`src/rtl/tone_detector.sv`:
```
// rtl/tone_detector.sv - five-channel tone detector producing locked junction commands
// Per-window rising-edge counts are classified; one in-band tone must persist to lock.
module tone_detector #(
  parameter int WINDOW_CYCLES   = 500_000,
  parameter int MIN_EDGES       = 8,
  parameter int MAX_EDGES       = 200,
  parameter int CONFIRM_WINDOWS = 3,
  parameter int RELEASE_WINDOWS = 2
) (
  input  logic       clk,
  input  logic       rst,
  input  logic       bp1,
  input  logic       bp2,
  input  logic       bp3,
  input  logic       bp4,
  input  logic       bp5,
  output logic       tdEn,
  output logic [1:0] tdDir,
  output logic       tdStop,
  output logic       tdNew
);

  localparam int               WIN_W    = (WINDOW_CYCLES > 2) ? $clog2(WINDOW_CYCLES) : 1;
  localparam logic [WIN_W-1:0] WIN_LAST = WIN_W'(WINDOW_CYCLES - 1);
  localparam logic [7:0]       MIN_E    = 8'(MIN_EDGES);
  localparam logic [7:0]       MAX_E    = 8'(MAX_EDGES);
  localparam logic [7:0]       CONF_N   = 8'(CONFIRM_WINDOWS);
  localparam logic [7:0]       REL_N    = 8'(RELEASE_WINDOWS);
  localparam logic [2:0]       CH_STOP  = 3'd4;

  typedef enum logic [1:0] {S_IDLE, S_CAND, S_LOCKED} state_t;

  logic [4:0]       w_bp;
  logic [4:0]       r_sync1;
  logic [4:0]       r_sync2;
  logic [4:0]       r_sync_d;
  logic [4:0]       w_edge;
  logic [WIN_W-1:0] r_win_cnt;
  logic             w_win_end;
  logic [7:0]       r_cnt [5];
  logic [4:0]       w_present;
  logic [2:0]       w_npres;
  logic [2:0]       w_idx;
  logic             w_valid;

  state_t     r_state, w_state_n;
  logic [2:0] r_cand, w_cand_n;
  logic [7:0] r_conf, w_conf_n;
  logic [7:0] r_rel, w_rel_n;
  logic [2:0] r_lock, w_lock_n;
  logic       r_en, w_en_n;
  logic [1:0] r_dir, w_dir_n;
  logic       r_stop, w_stop_n;
  logic       r_new, w_new_n;
  logic       w_take;

  assign w_bp   = {bp5, bp4, bp3, bp2, bp1};
  assign w_edge = r_sync2 & ~r_sync_d;

  always_ff @(posedge clk) begin
    if (rst) begin
      r_sync1  <= '0;
      r_sync2  <= '0;
      r_sync_d <= '0;
    end else begin
      r_sync1  <= w_bp;
      r_sync2  <= r_sync1;
      r_sync_d <= r_sync2;
    end
  end

  assign w_win_end = (r_win_cnt == WIN_LAST);

  always_ff @(posedge clk) begin
    if (rst || w_win_end) begin
      r_win_cnt <= '0;
    end else begin
      r_win_cnt <= r_win_cnt + 1'b1;
    end
  end

  // An edge landing on the window-end cycle is credited to the new window.
  always_ff @(posedge clk) begin
    for (int i = 0; i < 5; i++) begin
      if (rst) begin
        r_cnt[i] <= 8'd0;
      end else if (w_win_end) begin
        r_cnt[i] <= {7'd0, w_edge[i]};
      end else if (w_edge[i] && (r_cnt[i] != 8'hFF)) begin
        r_cnt[i] <= r_cnt[i] + 8'd1;
      end
    end
  end

  always_comb begin
    w_present = '0;
    w_npres   = 3'd0;
    w_idx     = 3'd0;
    for (int i = 0; i < 5; i++) begin
      w_present[i] = (r_cnt[i] >= MIN_E) && (r_cnt[i] <= MAX_E);
      if (w_present[i]) begin
        w_npres = w_npres + 3'd1;
        w_idx   = 3'(i);
      end
    end
    w_valid = (w_npres == 3'd1);
  end

  always_ff @(posedge clk) begin
    if (rst) begin
      r_state <= S_IDLE;
      r_cand  <= 3'd0;
      r_conf  <= 8'd0;
      r_rel   <= 8'd0;
      r_lock  <= 3'd0;
      r_en    <= 1'b0;
      r_dir   <= 2'b00;
      r_stop  <= 1'b0;
      r_new   <= 1'b0;
    end else begin
      r_state <= w_state_n;
      r_cand  <= w_cand_n;
      r_conf  <= w_conf_n;
      r_rel   <= w_rel_n;
      r_lock  <= w_lock_n;
      r_en    <= w_en_n;
      r_dir   <= w_dir_n;
      r_stop  <= w_stop_n;
      r_new   <= w_new_n;
    end
  end

  always_comb begin
    w_state_n = r_state;
    w_cand_n  = r_cand;
    w_conf_n  = r_conf;
    w_rel_n   = r_rel;
    w_lock_n  = r_lock;
    w_en_n    = r_en;
    w_dir_n   = r_dir;
    w_stop_n  = r_stop;
    w_new_n   = 1'b0;
    w_take    = 1'b0;
    if (w_win_end) begin
      case (r_state)
        S_IDLE: begin
          if (w_valid) begin
            if (CONF_N <= 8'd1) begin
              w_take = 1'b1;
            end else begin
              w_cand_n  = w_idx;
              w_conf_n  = 8'd1;
              w_state_n = S_CAND;
            end
          end
        end
        S_CAND: begin
          if (!w_valid) begin
            w_state_n = S_IDLE;
            w_conf_n  = 8'd0;
          end else if (w_idx == r_cand) begin
            if (r_conf + 8'd1 >= CONF_N) begin
              w_take = 1'b1;
            end else begin
              w_conf_n = r_conf + 8'd1;
            end
          end else begin
            w_cand_n = w_idx;
            w_conf_n = 8'd1;
          end
        end
        S_LOCKED: begin
          // A different tone only counts toward release; relock goes through IDLE.
          if (w_valid && (w_idx == r_lock)) begin
            w_rel_n = 8'd0;
          end else if (r_rel + 8'd1 >= REL_N) begin
            w_state_n = S_IDLE;
            w_rel_n   = 8'd0;
            w_en_n    = 1'b0;
            w_stop_n  = 1'b0;
          end else begin
            w_rel_n = r_rel + 8'd1;
          end
        end
        default: w_state_n = S_IDLE;
      endcase
    end
    if (w_take) begin
      w_state_n = S_LOCKED;
      w_lock_n  = w_idx;
      w_rel_n   = 8'd0;
      w_conf_n  = 8'd0;
      w_new_n   = 1'b1;
      if (w_idx == CH_STOP) begin
        w_stop_n = 1'b1;
        w_en_n   = 1'b0;
      end else begin
        w_en_n   = 1'b1;
        w_dir_n  = w_idx[1:0];
        w_stop_n = 1'b0;
      end
    end
  end

  assign tdEn   = r_en;
  assign tdDir  = r_dir;
  assign tdStop = r_stop;
  assign tdNew  = r_new;

endmodule

```
`config.mk`:
```
export PLATFORM = sky130hd
export DESIGN_NAME = tone_detector
export DESIGN_NICKNAME = d
export VERILOG_FILES = /design/src/rtl/tone_detector.sv
export SDC_FILE = /design/constraint.sdc
export NUM_CORES = 1
export LEC_CHECK = 0
export CORE_MARGIN = 2
export CORE_UTILIZATION = 25
export DETAILED_ROUTE_END_ITERATION = 8
export GPL_ROUTABILITY_DRIVEN = 0
export GPL_TIMING_DRIVEN = 0
export PLACE_DENSITY = 0.41
export SLEW_MARGIN = 10
export SYNTH_ARGS = -nofsm -noshare
export SYNTH_HDL_FRONTEND = slang
export SYNTH_SLANG_ARGS = --single-unit
```
`constraint.sdc`:
```
create_clock -name clk -period 5.65 [get_ports clk]
set_input_delay 1.13 -clock clk [delete_from_list [all_inputs] [get_ports clk]]
set_output_delay 1.13 -clock clk [all_outputs]
set_load 0.01 [all_outputs]
```
==> key figures <==
Job
  • Max_cap viols: 0

Setup path
  • Required time worst endpoint: 5.90 ns
  • Crit path to: r_conf[0]
  • FF-to-FF End: r_conf[0]
  • Arr. time, crit path: 5.01 ns
  • CP startpoint: r_cnt[1][2]
  • Startpoint Class: flip-flop
  • Reg-to-Reg Start: r_cnt[1][2]
  • Crit path max fanout: 9
  • CP Capture Type: flip-flop
  • Crit path kind: flip-flop to flip-flop
  • R2r worst-path depth: 18
  • Reg2Reg Setup Slack: 0.90 ns

Clock tree
  • CTS tree: done
  • Clock Latency Late Sink: 0.36 ns
  • Post-CTS Setup Repair Bufs: 0
  • Post-CTS resize count: 0
  • Cts bufs inserted: 9
  • # hold bufs at CTS: 0
  • Root Driver: clkbuf_16
  • Clk buf depth: 2
  • H-tree levels: 3
  • Clock Sinks: 103
  • Clock transition at path regs: 0.07 ns

Floorplan
  • IO Count: 12
  • Full die area: 22200 sq um
  • CORE AREA: 20800 sq um
  • Starting Density: 25.3%
  • Die height: 149 microns
  • Row cnt: 53
  • Die X: 149 microns

Synthesis
  • Mapped Cells: 549
  • Async S/R FF share, synth: 0%
  • Synthesized Nets: 574
  • Top FF cell, synth: dfxtp_1
  • Unique masters post-synth: 68
  • Synth Cell Area: 5270 sq um
  • EDFF count, synth: 40
  • Avg Cell Area, Syn: 9.59 sq um
  • Synth Register Bits: 103
  • Synth warn: 0
  • Register area share after synthesis: 46.8%

Status
  • Status: completed

Routing
  • Drt drc: 0
  • Via count: 3891
  • Avg WL per Cell: 13.3 microns
  • Drt pass-1 iters: 5
  • Starting DRT DRC Count: 207
  • Via density per instance: 4.57
  • Drt total wl: 11300 microns
  • Antenna viol nets, final: 0

Cells and area
  • Layout overhead on the synthesized area: 13.8%
  • Layout Nets: 596
  • Layout cells sized above 1: 6.42%
  • Final core occ: 28.8%
  • Most common cell after layout, fill and taps aside: nor2_1
  • Most frequent cells in the layout: nor2_1 (73), dfxtp_1 (63), xor2_1 (42), edfxtp_1 (40), nand3_1 (39)
  • Inserted Diodes: 0

Timing
  • Fmax: 210 MHz
  • RSZ-0062 raised after global routing: false
  • Min Tclk post-route: 4.75 ns
  • Slew of the pin with the lowest slew margin: 1.14 ns
  • Setup tns final: 0 ns
  • Layout Skew: 0.00986 ns
  • Fin. max-slew vios: 0
  • Final setup violation count: 0
  • Max_slew headroom: 24.1%
  • Final Cycle Share: 84.2%
  • Final Hold Vio Count: 0

Global route
  • Initial antenna violation count: 0
  • Met3 GRT Util: 1.71%
  • First-pass GRT wire length: 19200 microns
  • Vias in the first global route: 3751
  • Largest net degree at the start of global routing: 18
  • Met2 Use GR: 17.3%
  • Total global-route track usage: 10.9%
  • Grt ovf: 0
  • Met1 Use GR: 14.6%
  • Layer with the highest usage: met2

Placement
  • IO Port Bufs: 11
  • Post-DP HPWL: 8230 microns

Power
  • Worst vdd ir: 104 uV
  • Leakage: 0.00209 uW
  • Cell Pwr Density: 258 nW/um^2

Worst hold path
  • Worst hold-check path type: flip-flop to flip-flop
## sequential cells by signal, summed over array words and instances, names as in the netlist, 3 cells and up
signal,flops
r_lock,3
r_sync2,5
r_cand,3
r_sync1,5
r_cnt,40
r_sync_d,5
r_win_cnt,19
r_rel,8
r_conf,8
## report_power, final
group	switching (uW)	internal [uW]	total, uW
Sequential	22.9	792	815
Clock	291	300	591
Combinational	87.1	53.6	141
## cell families (layout without fill, tap and decap cells)
family                     Yosys count  count (layout)  synth area share (%)
xor gates and xnor gates            54              54                  8.98
buffers and inverters               34              61                  2.61
adders and majority gates           18              18                  4.28
muxes                                6               6                  1.47
and+or+nand+nor                    269             269                  27.0
DFF                                103             103                  46.8
AOI/OAI and AO/OA                   65              65                  8.91
## synth_stat cells (all sizes together) (4+ instances only)
library cell / count / area (sq um)
nor2: 74 / 280
dfxtp: 63 / 1260
xor2: 42 / 368
edfxtp: 40 / 1200
nand3: 39 / 195
nand2: 35 / 134
inv: 20 / 75.1
nor2b: 19 / 119
ha: 18 / 225
and3: 17 / 111
nand4: 15 / 93.8
a21oi: 13 / 65.1
nand2b: 12 / 75.1
nor3: 12 / 60.1
xnor2: 12 / 105
and2: 11 / 68.8
o21ai: 11 / 55.1
clkbuf: 9 / 33.8
nor4b: 7 / 61.3
o22ai: 6 / 37.5
o31ai: 5 / 37.5
buf: 4 / 25.0
mux2: 4 / 45.0
nor4: 4 / 25.0
or2: 4 / 25.0
or3: 4 / 30.0
## worst min path at each step
stage                    start    endpoint  slack (ns)  cells after the start
floorplan           r_sync1[0]  r_sync2[0]        0.41                      1
global placement    r_sync1[3]  r_sync2[3]        0.42                      1
detailed placement  r_sync1[3]  r_sync2[3]        0.43                      1
CTS                 r_sync1[3]  r_sync2[3]        0.44                      1
global route        r_sync1[2]  r_sync2[2]        0.46                      1
finish              r_sync1[3]  r_sync2[3]        0.44                      1
## routing by layer
metal | part of all wire, % | up-vias | wire [microns]
li1 | - | 2000 | -
met5 | 0 | - | 0
met2 | 46 | 38 | 5260
met3 | 2.5 | 13 | 279
met1 | 49 | 1840 | 5570
met4 | 1.9 | 0 | 211
## through the flow
stage	hold slack (ns)	worst slack (ns)	area, sq um	instances	power (uW)
3_3_place_gp	0.422	0.991	5720	835	971
5_1_grt	0.460	0.570	5990	851	1620
4_1_cts	0.444	0.909	5990	851	1570
6_report	0.441	0.895	5990	851	1550
3_5_place_dp	0.427	0.933	5720	835	973
2_1_floorplan	0.414	1.48	5270	549	930
## worst max-delay path, stage by stage (launching register included)
cell	delay [ns]
edfxtp_1	0.47
o311ai_0	0.38
o211a_1	0.31
clkinv_1	0.18
ha_1	0.34
inv_1	0.09
a21oi_1	0.06
or2_2	0.30
ha_1	0.29
nand3_1	0.08
o31ai_1	0.10
or2_2	0.29
ha_1	0.18
o211ai_1	0.11
xor2_1	0.20
xnor2_1	0.19
nand3_1	0.33
o31a_1	0.40
a2111oi_2	0.33
## cell type report
| type | instances | area (sq um) |
|---|---|---|
| fillers | 2206 | 14800 |
| multi-input cells | 412 | 2670 |
| flip-flops and latches | 103 | 2460 |
| well taps | 275 | 344 |
| clock buffers | 9 | 225 |
| repair buffers | 11 | 110 |
| inverters | 21 | 78.8 |
| plain buffers | 13 | 58.8 |
| clock inverters | 7 | 47.5 |
Power figures use the tool's default switching activity.
